===== src/rtl/mips_bus_arbiter.sv =====
// Two-master arbiter for the shared Avalon-style memory bus; one transaction owns the slave at a time.
// Optional round-robin contention policy enabled by defining BUS_ARB_ROUND_ROBIN_EN (default: m0 fixed priority).
module mips_bus_arbiter (
  input  logic        clk,
  input  logic        reset,
  input  logic [31:0] m0_address,
  input  logic        m0_read,
  input  logic        m0_write,
  input  logic [31:0] m0_writedata,
  input  logic [3:0]  m0_byteenable,
  output logic        m0_waitrequest,
  output logic [31:0] m0_readdata,
  input  logic [31:0] m1_address,
  input  logic        m1_read,
  input  logic        m1_write,
  input  logic [31:0] m1_writedata,
  input  logic [3:0]  m1_byteenable,
  output logic        m1_waitrequest,
  output logic [31:0] m1_readdata,
  output logic [31:0] s_address,
  output logic        s_read,
  output logic        s_write,
  output logic [31:0] s_writedata,
  output logic [3:0]  s_byteenable,
  input  logic        s_waitrequest,
  input  logic [31:0] s_readdata,
  output logic [1:0]  grant,
  output logic [1:0]  o_dbg_state,
  output logic        o_dbg_last_grant
);

  typedef enum logic [1:0] {
    IDLE = 2'd0,
    OWN0 = 2'd1,
    OWN1 = 2'd2
  } state_t;

  state_t r_state;
  state_t w_next;
  logic   r_last_grant;
  logic   w_last_grant_next;
  logic   w_req0;
  logic   w_req1;

  // Handshake: a master holds read/write (and its address/data) until a cycle where its
  // waitrequest is low; that cycle completes the transfer and returns readdata.
  assign w_req0 = m0_read | m0_write;
  assign w_req1 = m1_read | m1_write;

  always_ff @(posedge clk or posedge reset) begin
    if (reset) begin
      r_state      <= IDLE;
      r_last_grant <= 1'b1;
    end else begin
      r_state      <= w_next;
      r_last_grant <= w_last_grant_next;
    end
  end

  always_comb begin
    w_next            = r_state;
    w_last_grant_next = r_last_grant;
    case (r_state)
      IDLE: begin
        if (w_req0 && w_req1) begin
`ifdef BUS_ARB_ROUND_ROBIN_EN
          w_next = r_last_grant ? OWN0 : OWN1;
`else
          w_next = OWN0;
`endif
        end else if (w_req0) begin
          w_next = OWN0;
        end else if (w_req1) begin
          w_next = OWN1;
        end
      end
      OWN0: begin
        // A dropped request is an abort: leave without recording a grant.
        if (!w_req0) begin
          w_next = IDLE;
        end else if (!s_waitrequest) begin
          w_next            = IDLE;
          w_last_grant_next = 1'b0;
        end
      end
      OWN1: begin
        if (!w_req1) begin
          w_next = IDLE;
        end else if (!s_waitrequest) begin
          w_next            = IDLE;
          w_last_grant_next = 1'b1;
        end
      end
      default: w_next = IDLE;
    endcase
  end

  always_comb begin
    s_address      = 32'h0;
    s_read         = 1'b0;
    s_write        = 1'b0;
    s_writedata    = 32'h0;
    s_byteenable   = 4'h0;
    grant          = 2'b00;
    m0_waitrequest = 1'b1;
    m1_waitrequest = 1'b1;
    case (r_state)
      OWN0: begin
        s_address      = m0_address;
        s_read         = m0_read & ~m0_write;
        s_write        = m0_write;
        s_writedata    = m0_writedata;
        s_byteenable   = m0_byteenable;
        grant          = 2'b01;
        m0_waitrequest = s_waitrequest;
      end
      OWN1: begin
        s_address      = m1_address;
        s_read         = m1_read & ~m1_write;
        s_write        = m1_write;
        s_writedata    = m1_writedata;
        s_byteenable   = m1_byteenable;
        grant          = 2'b10;
        m1_waitrequest = s_waitrequest;
      end
      default: ;
    endcase
  end

  assign m0_readdata      = s_readdata;
  assign m1_readdata      = s_readdata;
  assign o_dbg_state      = r_state;
  assign o_dbg_last_grant = r_last_grant;

endmodule


===== config.mk =====
export PLATFORM = sky130hd
export DESIGN_NAME = mips_bus_arbiter
export DESIGN_NICKNAME = d
export VERILOG_FILES = /design/src/rtl/mips_bus_arbiter.sv
export SDC_FILE = /design/constraint.sdc
export NUM_CORES = 1
export LEC_CHECK = 0
export BUFFER_PORTS_ARGS = -buffer_cell sky130_fd_sc_hd__buf_2
export CAP_MARGIN = 20
export CORE_AREA = 2 2 121 123
export CTS_BUF_LIST = sky130_fd_sc_hd__clkbuf_8
export CTS_CLUSTER_SIZE = 40
export DETAILED_ROUTE_END_ITERATION = 7
export DIE_AREA = 0 0 123 125
export GPL_ROUTABILITY_DRIVEN = 0
export SLEW_MARGIN = 20
export SYNTH_ARGS = -nofsm -noshare
export SYNTH_HDL_FRONTEND = slang
export SYNTH_SLANG_ARGS = --single-unit

===== constraint.sdc =====
create_clock -name clk -period 1.6 [get_ports clk]
set_clock_uncertainty 0.2 [all_clocks]
set_input_delay 0.16 -clock clk [delete_from_list [all_inputs] [get_ports clk]]
set_output_delay 0.16 -clock clk [all_outputs]
set_load 0.05 [all_outputs]

=== Yosys cells after proc, flatten, opt, wreduce, memory -nomap -nowiden ===
Cells that the tools add are included.

* Word-level logic and storage cells: 39
* Register bits after elaboration: 3

* Eq/ne operators: 7
* Reductions and logical operators: 4
* Muxes and demuxes: 20
* Bitwise gates (word level): 6

{| class="wikitable"
|+ Operators with widths
! operator !! count
|-
| one-hot mux 32 bit (2 select lines) || 2
|-
| two-way mux 2 bit || 6
|-
| inequality test 2 bit (second input constant) || 4
|-
| one-hot mux 4 bit (2 select lines) || 1
|-
| two-way mux 1 bit || 6
|-
| one-hot mux 1 bit (2 select lines) || 3
|-
| one-hot mux 2 bit (3 select lines) || 1
|-
| AND reduction 5 bit || 1
|-
| inequality test 4 bit (second input constant) || 1
|-
| one-hot mux 2 bit (2 select lines) || 1
|-
| bitwise AND 1 bit || 2
|-
| == test 2 x 1 -> 1 bit (second input constant) || 1
|-
| == test 2 bit (second input constant) || 1
|-
| logical NOT 2 bit || 1
|-
| NOT 1 bit || 2
|-
| OR 1 bit || 2
|-
| nonzero test 2 bit || 1
|-
| logical AND 1 bit || 1
|}

=== Depth between registers and ports, before layout ===
* Depth in word-level cells: 5
* Depth in mapped cells: 7
* Depth with buffers taken out: 5

=== Worst setup path after synthesis ===
Ideal clock, no wire load.

* Path type: register -> output
* Start: register r_state[0] (netlist: o_dbg_state[0])
* End: output port s_read
* Path slack: -1.388 ns
* Stages on the path, launching flop included: 5
* Path buffers: 1
* Data arrival time: 2.628 ns
* Data required time: 1.240 ns
* Cells stage by stage: dfrtp_1 > inv_1 > ha_1 > clkbuf_1 > a21boi_0

* Word-level cells in the longest chain between the ends: 2
* Elaborated cells between the ends (all ways): 3
* Those cells by class: eq/ne (2); mux (1)

{| class="wikitable"
|+ RTL lines
! element !! line !! text
|-
| start: declaration || 38 || <nowiki>state_t r_state;</nowiki>
|-
| start signal: assignment || 55 || <nowiki>r_state <= w_next;</nowiki>
|-
| == test 2 bit or == test 2 x 1 -> 1 bit (tied branches) || 107 || <nowiki>case (r_state)</nowiki>
|-
| one-hot mux 1 bit (2 select lines) * || 107 ||
|-
| end: declaration || 21 || <nowiki>output logic s_read,</nowiki>
|}

Every way passes the cells marked *; elsewhere a longest branch is shown, timed or not.

=== Worst setup path in the final report ===
* Start: register r_state[0] (netlist: o_dbg_state[0])
* End: output port s_address[12]

* Word-level cells in the longest chain between the ends: 2
* Elaborated cells between the ends (all ways): 3
* Those cells by class: eq/ne (2); mux (1)

{| class="wikitable"
|+ RTL lines
! element !! line !! text
|-
| == test 2 bit or == test 2 x 1 -> 1 bit (tied branches) || 107 ||
|-
| one-hot mux 32 bit (2 select lines) * || 107 ||
|-
| end: declaration || 20 || <nowiki>output logic [31:0] s_address,</nowiki>
|}

Marks and branches as above.

==> reports/summary.md <==
Summing all multi-input logic gate instances after layout gives 2098 um2. After detailed routing, the number of vias per cell comes to 4.209. Leaving out fill and tap cells, the most frequent cell in the layout is buf_2. The logs give 0 for the DRC violations left and -336.3 ps for the minimum setup slack after placement. For the number of rows created at floorplan, the log shows 44.

The run gives 11,620 um as the routed wire length. In this run, synthesis produced a sequential element count of 3. The worst-case IR drop observed on VDD is 548.9 uV. The cell count after synthesis came out at 261. The run finished, with violations left. The run gives 0 as the number of antenna violations at the first check in global routing. Combinational group share of total power: 0.963. The number of nets in the synthesized netlist is 442. The net switching power of the design is 4899 uW. TritonCTS built the clock tree. After detailed placement, the design holds a cell count of 594. The number of max-slew violations in the final report was 0. Final cycle utilization of the critical path: 1.308.

The number of antenna diodes in the final layout is 0. The mapped netlist covers 1882 um2. The share of synthesized registers carrying an async set or reset came out at 1.000.

The transition time of the tightest slew-check pin was 311.9 ps. Cell taking the most area after synthesis: a22oi_1. The run gives 83.83 um2 as the register area. The analysis attributes to cell leakage a power of 0.002179 uW.

Max-cap violations in this run came to 0. Clock-pin slew was measured on the worst setup and hold paths at 30 ps. 316 I/O pins were placed. After floorplanning, the core was sized to cover 14,200 um2. The tools report the headroom to the max-slew limit as 0.7921.

Compared with the post-synthesis result, the final layout area differs by 162.6%. The total CTS buffers is 3. Beginning of the worst hold path: s_readdata[10]. For this run, the detailed router's first-pass iteration total came to 4.

Entering global routing, the biggest net connects 24 pins. The source of the critical timing path was o_dbg_state[0]. Among all flip-flop cells after synthesis, the most frequent one is dfrtp_1. During synthesis, Yosys emitted a total of 0 warnings.

Final hold analysis gives a worst-case slack of 120.0 ps. The die covers 15,380 um2. The tools report the number of failing setup endpoints in the final timing report as 77.

A synthesized cell averages 7.210 um2. The clock passes through at most 2 buffers. Switching share of power: 0.4881. Launch instance of the worst register-to-register path: o_dbg_state[1]. The fraction of final layout cells sized beyond drive strength 1 was 0.9324; the total vias in the final route was 2,643. The total power density per cell area was 2031 nW/um2; the count of flip-flops with a built-in enable after synthesis was 0. The logs give 0.1264 for the overall track demand over capacity in global routing and 2,772 for the via count of the first global-routing pass. The level count of the clock H-tree was 1; the total number of nets in the final design was 626. Summed over all failing endpoints, the final setup total negative slack is -33,550 ps. In the detailed route, the total length drawn on met2 is 6652 um.

The clock drives 3 sinks. For the filler cell count in the final layout, the log shows 1,434. Clock root buffer: clkbuf_8. The tools report the clock power share as 0.021. The final HPWL from detailed placement was 7769 um; the count of routing violations after the opening detailed-route iteration was 51. Once detail routing completed, the nets flagged for antenna violations numbered 0.

The floorplan die height works out to 125 um. The final reports fail on negative setup slack. The setup slack of the critical path after layout came out at -492.8 ps. The worst setup path is launched from a flop. Along the worst path, the maximum fanout reaches 5. Summed over all nets, wire length on met3 after detailed routing comes to 982 um. In this run the top signal layer used is met4. The endpoint kind of the worst setup timing path is an output pin.

The signal arrival time at the worst endpoint was 1730 ps. Yosys attributes the largest share of cell area to a22oi_1, buf_4, nor2b_1. The count of placed standard cells in the final layout, fillers left out came out at 628.

For the total internal power, the log shows 5137 uW. The path class of the tightest hold or removal check is in -> out. Share of the synthesized area in the top cell type: 0.2753. Clock latency on the worst-skew pair, taken at its later pin, is 220 ps. The final-report hold violation count is 0, and the highest clock rate is 477.8 MHz.

The chip width was 123 um; the routed length per instance was 18.50 um. Port buffering added 219 buffers. Sequential share of the synthesized area: 0.04056.

The critical path is of the reg -> out type. Sequential power share: 0.016. Setup repair after global routing could not meet its margin everywhere. The top cell types in the final layout, fill and taps aside, are buf_2, nor2b_4, a22oi_2, buf_6, buf_8. The first global-routing pass estimated 15,170 um of wire. For the worst setup path, the data required time is 1240 ps. Counting distinct cell types in the post-synthesis netlist gives 25. The starting density of the core came out at 0.1325.

The final critical-path required period was 2093 ps. The tools report the routed metal-1 wirelength as 3882 um. The tools report the final global-route overflow total as 0.
==> state kept, by name, summed over array words and instances (netlist names) <==
register / cells
o_dbg_last_grant: 1
o_dbg_state: 2
==> power by group through the flow <==
| stage | logic (uW) | clock network, uW | registers [uW] |
|---|---|---|---|
| 2_1_floorplan | 5750 | 0 | 271 |
| 3_3_place_gp | 6950 | 0 | 155 |
| 3_5_place_dp | 6950 | 0 | 157 |
| 4_1_cts | 8280 | 221 | 162 |
| 5_1_grt | 10100 | 229 | 167 |
| 6_report | 9660 | 214 | 160 |
==> Yosys cell counts, types with 2 or more instances <==
| cell | n |
|---|---|
| nor2b_1 | 69 |
| ha_1 | 6 |
| dfrtp_1 | 2 |
| o2111ai_1 | 3 |
| nand3b_1 | 2 |
| nand4_1 | 2 |
| o21a_1 | 3 |
| nand2b_1 | 2 |
| clkbuf_1 | 7 |
| a22oi_1 | 69 |
| buf_4 | 65 |
| inv_1 | 4 |
| buf_2 | 15 |
==> metrics by stage <==
step	power [uW]	area [um2]	util
after floorplan	6017	2639	-
after global placement	7103	3582	0.2522
after detailed placement	7110	3582	0.2522
after CTS	8666	4422	0.3113
after global routing	10490	4942	0.3480
final	10040	4942	0.3480
==> critical path, stage by stage, from the launching register on <==
cell and delay [ps]:
dfrtp_4 440, inv_4 50, buf_6 110, ha_4 300, clkbuf_16 160, clkbuf_16 140
nor2b_4 150, buf_8 150
==> what timing repair did <==
item / CTS / global route
resized for setup: 181 / 55
hold buffers: 1 / 0
hold endpoints to repair: 3 / 0
pin swaps: 1 / 6
setup buffers: 7 / 10
endpoints found under the setup margin: 77 / 77
cloned: 3 / 10
==> final timing paths <==
path	to	slack, ps	cells after the start
worst max-delay path	s_address[12]	-490	7
worst min-delay path	m1_readdata[10]	120	0
worst max register to register	o_dbg_last_grant	-320	7
worst min register to register	o_dbg_last_grant	430	1
max in group asynchronous	o_dbg_last_grant	810	3
min in group asynchronous	o_dbg_state[0]	180	3
==> logic make-up after synthesis <==
group	synth area share
fa+ha+maj	0.03989
flops	0.04056
mux	0.007976
compound gates	0.3198
simple gates	0.2646
buf+inv	0.3271
==> per-layer routing <==
metal | global-route usage | up-vias
li1 | - | 1232
met1 | 0.1277 | 1229
met2 | 0.2554 | 164
met3 | 0.03467 | 18
met4 | 0.01805 | 0
met5 | 0 | -
==> area by class of cell <==
class / count / area share
clock inverters: 1 / 0.0007595
repair buffers: 267 / 0.4987
clock buffers: 3 / 0.008354
well taps: 184 / 0.04658
inverters: 4 / 0.004051
multi-input cells: 166 / 0.4246
flip-flops and latches: 3 / 0.01696
Note: power is estimated with default switching activity, not from simulation.
